### config.mk
export PLATFORM = sky130hd
export DESIGN_NAME = id_exe_stage_reg
export DESIGN_NICKNAME = d
export VERILOG_FILES = /design/src/rtl/cpu_pipe_pkg.sv /design/src/rtl/sat_event_counter.sv /design/src/rtl/id_exe_stage_reg.sv
export SDC_FILE = /design/constraint.sdc
export NUM_CORES = 1
export LEC_CHECK = 0
export CORE_ASPECT_RATIO = 2
export CORE_MARGIN = 8
export CORE_UTILIZATION = 25
export DETAILED_ROUTE_END_ITERATION = 8
export PLACE_DENSITY = 0.63
export SLEW_MARGIN = 20
export SYNTH_ARGS = -nofsm -noshare
export SYNTH_HDL_FRONTEND = slang
export SYNTH_SLANG_ARGS = --single-unit
### constraint.sdc
create_clock -name clk -period 1.9 [get_ports clk]
set_input_delay 0.38 -clock clk [delete_from_list [all_inputs] [get_ports clk]]
set_output_delay 0.38 -clock clk [all_outputs]
set_load 0.1 [all_outputs]
### src/rtl/cpu_pipe_pkg.sv
// Shared constants and control-bundle type for the pipelined MIPS CPU stages.
package cpu_pipe_pkg;

  localparam int unsigned DATA_W_DEF = 32;
  localparam int unsigned REG_W_DEF  = 5;
  localparam int unsigned ALUC_W_DEF = 6;
  localparam int unsigned TAG_W_DEF  = 4;

  typedef struct packed {
    logic                  wreg;
    logic                  m2reg;
    logic                  wmem;
    logic                  shift;
    logic                  aluimm;
    logic                  branch;
    logic [ALUC_W_DEF-1:0] aluc;
  } ctrl_t;

  localparam ctrl_t BUBBLE_CTRL = '0;

endpackage

### src/rtl/sat_event_counter.sv
// Saturating event counter with synchronous reset and clear.
module sat_event_counter #(
  parameter int unsigned CNT_W = 16
) (
  input  logic             clk,
  input  logic             rst,
  input  logic             inc,
  input  logic             clr,
  output logic [CNT_W-1:0] count
);

  logic [CNT_W-1:0] count_q;
  logic [CNT_W-1:0] count_d;

  always_comb begin
    count_d = count_q;
    if (clr) begin
      count_d = '0;
    end else if (inc && (count_q != {CNT_W{1'b1}})) begin
      count_d = count_q + 1'b1;
    end
  end

  always_ff @(posedge clk) begin
    if (rst) begin
      count_q <= '0;
    end else begin
      count_q <= count_d;
    end
  end

  assign count = count_q;

endmodule

### src/rtl/id_exe_stage_reg.sv
// ID->EXE pipeline register with stall, flush (bubble) and saturating event counters.
module id_exe_stage_reg
  import cpu_pipe_pkg::*;
#(
  parameter int unsigned DATA_W = DATA_W_DEF,
  parameter int unsigned REG_W  = REG_W_DEF,
  parameter int unsigned ALUC_W = ALUC_W_DEF,
  parameter int unsigned TAG_W  = TAG_W_DEF,
  parameter int unsigned CNT_W  = 16
) (
  input  logic              clk,
  input  logic              rst,
  input  logic              stall,
  input  logic              flush,
  input  logic              cnt_clr,
  input  logic              id_valid,
  input  logic              id_wreg,
  input  logic              id_m2reg,
  input  logic              id_wmem,
  input  logic              id_shift,
  input  logic              id_aluimm,
  input  logic              id_branch,
  input  logic [ALUC_W-1:0] id_aluc,
  input  logic [DATA_W-1:0] id_data_a,
  input  logic [DATA_W-1:0] id_data_b,
  input  logic [DATA_W-1:0] id_data_imm,
  input  logic [DATA_W-1:0] id_pc4,
  input  logic [REG_W-1:0]  id_destR,
  input  logic [TAG_W-1:0]  id_ins_type,
  input  logic [TAG_W-1:0]  id_ins_number,
  output logic              ex_valid,
  output logic              ewreg,
  output logic              em2reg,
  output logic              ewmem,
  output logic              eshift,
  output logic              ealuimm,
  output logic              e_branch,
  output logic [ALUC_W-1:0] ealuc,
  output logic [DATA_W-1:0] odata_a,
  output logic [DATA_W-1:0] odata_b,
  output logic [DATA_W-1:0] odata_imm,
  output logic [DATA_W-1:0] e_pc4,
  output logic [REG_W-1:0]  ex_destR,
  output logic [TAG_W-1:0]  EXE_ins_type,
  output logic [TAG_W-1:0]  EXE_ins_number,
  output logic [CNT_W-1:0]  stall_cnt,
  output logic [CNT_W-1:0]  flush_cnt
);

  logic              valid_q, valid_d;
  ctrl_t             ctrl_q, ctrl_d;
  logic [ALUC_W-1:0] aluc_q, aluc_d;
  logic [DATA_W-1:0] data_a_q, data_a_d;
  logic [DATA_W-1:0] data_b_q, data_b_d;
  logic [DATA_W-1:0] data_imm_q, data_imm_d;
  logic [DATA_W-1:0] pc4_q, pc4_d;
  logic [REG_W-1:0]  dest_q, dest_d;
  logic [TAG_W-1:0]  type_q, type_d;
  logic [TAG_W-1:0]  number_q, number_d;

  always_comb begin
    valid_d    = valid_q;
    ctrl_d     = ctrl_q;
    aluc_d     = aluc_q;
    data_a_d   = data_a_q;
    data_b_d   = data_b_q;
    data_imm_d = data_imm_q;
    pc4_d      = pc4_q;
    dest_d     = dest_q;
    type_d     = type_q;
    number_d   = number_q;
    if (flush) begin
      // Bubble only kills the side-effecting controls; datapath fields keep their value.
      valid_d       = 1'b0;
      ctrl_d.wreg   = BUBBLE_CTRL.wreg;
      ctrl_d.m2reg  = BUBBLE_CTRL.m2reg;
      ctrl_d.wmem   = BUBBLE_CTRL.wmem;
      ctrl_d.branch = BUBBLE_CTRL.branch;
    end else if (!stall) begin
      valid_d       = id_valid;
      ctrl_d.wreg   = id_valid & id_wreg;
      ctrl_d.m2reg  = id_valid & id_m2reg;
      ctrl_d.wmem   = id_valid & id_wmem;
      ctrl_d.branch = id_valid & id_branch;
      ctrl_d.shift  = id_shift;
      ctrl_d.aluimm = id_aluimm;
      ctrl_d.aluc   = '0;
      aluc_d        = id_aluc;
      data_a_d      = id_data_a;
      data_b_d      = id_data_b;
      data_imm_d    = id_data_imm;
      pc4_d         = id_pc4;
      dest_d        = id_destR;
      type_d        = id_ins_type;
      number_d      = id_ins_number;
    end
  end

  always_ff @(posedge clk) begin
    if (rst) begin
      valid_q    <= 1'b0;
      ctrl_q     <= BUBBLE_CTRL;
      aluc_q     <= '0;
      data_a_q   <= '0;
      data_b_q   <= '0;
      data_imm_q <= '0;
      pc4_q      <= '0;
      dest_q     <= '0;
      type_q     <= '0;
      number_q   <= '0;
    end else begin
      valid_q    <= valid_d;
      ctrl_q     <= ctrl_d;
      aluc_q     <= aluc_d;
      data_a_q   <= data_a_d;
      data_b_q   <= data_b_d;
      data_imm_q <= data_imm_d;
      pc4_q      <= pc4_d;
      dest_q     <= dest_d;
      type_q     <= type_d;
      number_q   <= number_d;
    end
  end

  assign ex_valid       = valid_q;
  assign ewreg          = ctrl_q.wreg;
  assign em2reg         = ctrl_q.m2reg;
  assign ewmem          = ctrl_q.wmem;
  assign eshift         = ctrl_q.shift;
  assign ealuimm        = ctrl_q.aluimm;
  assign e_branch       = ctrl_q.branch;
  assign ealuc          = aluc_q;
  assign odata_a        = data_a_q;
  assign odata_b        = data_b_q;
  assign odata_imm      = data_imm_q;
  assign e_pc4          = pc4_q;
  assign ex_destR       = dest_q;
  assign EXE_ins_type   = type_q;
  assign EXE_ins_number = number_q;

  sat_event_counter #(
    .CNT_W(CNT_W)
  ) u_stall_cnt (
    .clk  (clk),
    .rst  (rst),
    .inc  (stall & ~flush),
    .clr  (cnt_clr),
    .count(stall_cnt)
  );

  sat_event_counter #(
    .CNT_W(CNT_W)
  ) u_flush_cnt (
    .clk  (clk),
    .rst  (rst),
    .inc  (flush),
    .clr  (cnt_clr),
    .count(flush_cnt)
  );

endmodule

* Word level (Yosys, flattened, before mapping)
Cells that the tools add are included.
W data, S select, Z words.
** Operators by class
- Add/sub/neg operators :: 2
- Equal/unequal tests :: 2
- Bitwise logic cells :: 7
- Reductions and logical operators :: 5
** Operator list (count)
- $add A16 B1 Y16 const B :: 2
- $ne A16 B16 Y1 const B :: 2
- $and A1 B1 Y1 :: 5
- $reduce_or A2 Y1 :: 2
- $logic_and A1 B1 Y1 :: 2
- $not A1 Y1 :: 2
- $reduce_and A2 Y1 :: 1
** Storage, ports and cells
- Register bits after elaboration :: 186
- Logic and storage cells :: 33

* Logic depth before layout (Yosys ltp)
- Depth in word-level cells :: 3
- Depth in mapped cells :: 7
- Mapped depth without buffers :: 5

* Hierarchy
From an unflattened synthesis, not the netlist that was laid out.
** Unflattened totals
- Cells, all modules :: 905
- Area, all modules :: 8205.4 um^2
** By module, submodules not included
- id_exe_stage_reg :: instances 1, cells an instance 701, area an instance 6371.1 um^2, seq. area each 3083.0 um^2
- sat_event_counter :: instances 2, cells an instance 102, area an instance 917.1 um^2, seq. area each 320.3 um^2

* Worst setup path before layout
Ideal clock, no wire load.
- Kind :: register to register
- Start :: reg u_flush_cnt.count_q[0], in the netlist u_flush_cnt.count[0]
- End :: reg u_flush_cnt.count_q[10], in the netlist u_flush_cnt.count[10]
- Arrival time :: 2.458 ns
- Setup slack :: -0.628 ns
- Cell stages (with the launch flop) :: 7
- Buffers on the path :: 1
- Cell sequence :: dfxtp_1 -> ha_1 -> nand3_1 -> or3b_1 -> clkbuf_1 -> or4_1 -> a21oi_1
** Between the ends
- Word-level cells in the longest chain between the ends :: 2
** RTL lines
- start: declaration :: RTL line sat_event_counter.sv:12 : logic [CNT_W-1:0] count_q;
- start signal: assignment :: RTL line sat_event_counter.sv:28 : count_q <= count_d;
- branches (longest 2 deep; another with $add A16 B1 Y16)
Several ways; the timed one is not identified.
A chain may end at the register's enable or synchronous reset.

* Worst setup path in the final report
- Start :: in flush
- End :: reg u_flush_cnt.count_q[9], in the netlist u_flush_cnt.count[9]
** Between the ends
- Word-level cells in the longest chain between the ends :: 1
** RTL lines
- start: declaration :: RTL line id_exe_stage_reg.sv:14 : input logic flush,
- $logic_and A1 B1 Y1 :: RTL line sat_event_counter.sv:19 : end else if (inc && (count_q != {CNT_W{1'b1}})) begin
Every way passes these cells.

==> results.md <==
* Outcome: complete, no violations
* WHS at 0.220 ns
* Share of layout cells above drive strength 1 at 0.249
* Critical path arrival at 2.19 ns
* Number of global-route vias before repair at 7077
* Die width at 134 um
* Clock sink total at 186
* Routability cong. at 0.862
* DR WL met2 at 14800 um
* Vias after detailed routing at 7183
* Port bufs at 344
* Yosys warning count at 0
* Final Cycle Share at 0.959
* Detail Route Antenna Nets at 0
* Routed wire length at 26600 um
* Met1 WL at 9240 um
* Flop-to-flop setup slack at 0.14 ns
* RSZ-0062 raised after global routing: no
* IO Pins at 345
* Type of element capturing the critical path: flop
* H-tree depth at 4
* Fmax at 549 MHz
* Synthesized Nets at 1024
* Pwr dens at 841 mW/mm^2
* Final min period at 1.82 ns
* Gate power share at 0.219
* Worst-path clk slew at 0.07 ns
* Hold Crit Class: primary input to flop
* Number of distinct library cells after synthesis at 43
* First-pass GRT wire length at 41000 um
* Switch share at 0.336
* WS Path Type: primary input to flop
* Top-count cell post-synth: nand2_1
* Uppermost layer routed: met5
* Pint at 6530 uW
* WHS Path Cells at 2
* Syn_area_per_cell at 8.01 sq um
* CTS tree: done
* DR pass1 iterations at 5
* Setup_tns at 0 ns
* Leak at 0.00451 uW
* Post-synth EDFFs at 0
* Clock Skews at 0.00741 ns
* Tightest Pin Transition at 0.707 ns
* R2R Path End: u_flush_cnt.count[9]
* DR vias/cell at 4.57
* Reg2reg start: u_flush_cnt.count[1]
* Yosys top cell by area: dfxtp_1
* Total track usage at 0.157
* Pins over their slew limit at 0
* Root Buffer: clkbuf_16
* Initial antenna violation count at 3
* Most used DFF post-synth: dfxtp_1
* Type of origin of the critical path: primary input
* Worst Hold Launch: rst
* WP data required at 2.27 ns
* Post-synth ARST share at 0
* Final layout net count at 1368
* Hold Vio Cnt, Final at 0
* Post-DP HPWL at 20300 um
* Met3 WL at 1810 um
* Number of remaining DRC errors at 0
* Reg power frac at 0.417
* Max-cap violation count at 0
* Row cnt at 86
* Number of synthesized register bits at 186
* Worst Hold End: e_branch
* Core Footprint at 0.0274 sq mm
* Area Overhead vs Synth at 69.1%
* Net switching power at 3300 uW
* Leading post-synthesis cells by cell area: dfxtp_1 54%, nand2_1 17%, a21oi_1 12%
* GR Overflow Total at 0
* Violation count after the first detailed-route iteration at 418
* Synth cell count leaders: 318 x nand2_1, 186 x dfxtp_1, 167 x a21oi_1
* Rel. slew slack at 0.529
* Seq/Total Area, Yosys at 0.539
* Largest net degree at the start of global routing at 66
* Die Ht at 251 um
* Reg2Reg Depth at 6
* TritonCTS Buffers at 17
* Worst IR drop on VDD at 0.858 mV
* Clock latency at the later pin of the worst-skew pair at 0.44 ns
* Hold_buf cts at 0
* Clk pwr share at 0.364
* Top cell type's share of synthesized area at 0.539
* Worst-path fanout max at 9
* Buffer levels on the longest clock path at 2
* DR WL/cell at 16.9 um
* Post-layout util at 0.426
* Mapped cell area at 0.00691 sq mm
* DIE AREA at 0.0336 sq mm
* Starting Density at 0.252
* Synth Instances at 863
* Final setup fails at 0
## worst max-delay path, cell delays in order
cell and delay (ns):
clkdlybuf4s50_1 0.59, nand3_2 0.13, or3_4 0.43, or4_1 0.49, a21oi_1 0.16
## metal layers
| metal | global-route usage | vias to the layer above |
|---|---|---|
| met5 | 0 | - |
| met2 | 0.293 | 252 |
| met3 | 0.0560 | 41 |
| met1 | 0.150 | 3293 |
| met4 | 0.0662 | 4 |
| li1 | - | 3593 |
## area by class of cell
class	instances	area, sq um
antenna	1	2.50
clock buffer	17	425
clock inverter	15	158
fill	2721	15800
inverter	6	22.5
multi-input combinational	610	2920
sequential	186	3810
tap	352	440
timing repair buffer	386	3900
## logic make-up after synthesis
logic type               after synthesis  share of synthesized area
flip-flops                           186                      0.539
AND/OR/NAND/NOR                      394                      0.239
XOR/XNOR                               1                    0.00127
buffers and inverters                 67                     0.0433
AO/OA/AOI/OAI                        209                      0.168
multiplexers                           4                    0.00579
adder cells (fa/ha/maj)                2                    0.00362
## through the flow
step,power (uW),setup WS (ns),area [sq um],std cells
floorplan,5580,0.00422,7010,863
global placement,6340,-0.398,11100,1540
detailed placement,6360,-0.476,11100,1540
CTS,10000,0.0233,11700,1572
global route,10200,0.0128,11700,1572
finish,9830,0.0781,11700,1573
## flip-flops by register name, summed over array words and instances (netlist names), 4 cells and up
signal / flops
EXE_ins_number: 4
EXE_ins_type: 4
e_pc4: 32
ealuc: 6
ex_destR: 5
odata_a: 32
odata_b: 32
odata_imm: 32
u_flush_cnt.count: 16
u_stall_cnt.count: 16
## cells in the final DEF (no fill, tap or decap), types with 3 or more instances in the layout
cell / count
o311ai_0: 3
or4_1: 9
dfxtp_2: 13
mux2i_1: 4
and4_1: 3
inv_1: 6
inv_8: 6
nand3_1: 12
dfxtp_4: 19
nor2_1: 9
a22oi_1: 4
dfxtp_1: 154
or3_1: 7
clkbuf_16: 17
clkdlybuf4s50_1: 157
buf_12: 49
buf_4: 180
o21ai_0: 11
clkinv_4: 3
o31ai_1: 6
nand4_1: 9
a21oi_1: 167
o41ai_1: 6
nor3_1: 9
nand2_1: 318
## worst max path at each step
stage                         start                     to  slack, ns
2_1_floorplan  u_flush_cnt.count[1]  u_flush_cnt.count[10]      0.004
3_3_place_gp                  flush   u_flush_cnt.count[9]      -0.40
3_5_place_dp                  flush  u_flush_cnt.count[15]      -0.48
4_1_cts                       flush   u_flush_cnt.count[9]       0.02
5_1_grt        u_flush_cnt.count[1]   u_flush_cnt.count[9]       0.01
6_report                      flush   u_flush_cnt.count[9]       0.08
## what timing repair did
item / CTS / global route
endpoints found under the setup margin: 1 / 4
pin swaps: 0 / 2
setup buffers: 0 / 0
gates resized for setup: 1 / 2
## power groups by stage
| stage | Sequential [uW] | Combinational, uW | Clock (uW) |
|---|---|---|---|
| after floorplan | 5250 | 330 | 0 |
| after global placement | 4190 | 2150 | 0 |
| after detailed placement | 4190 | 2160 | 0 |
| after CTS | 4100 | 2170 | 3750 |
| after global routing | 4120 | 2240 | 3880 |
| final | 4100 | 2150 | 3580 |
No activity file was read; power rests on OpenSTA's default activity.
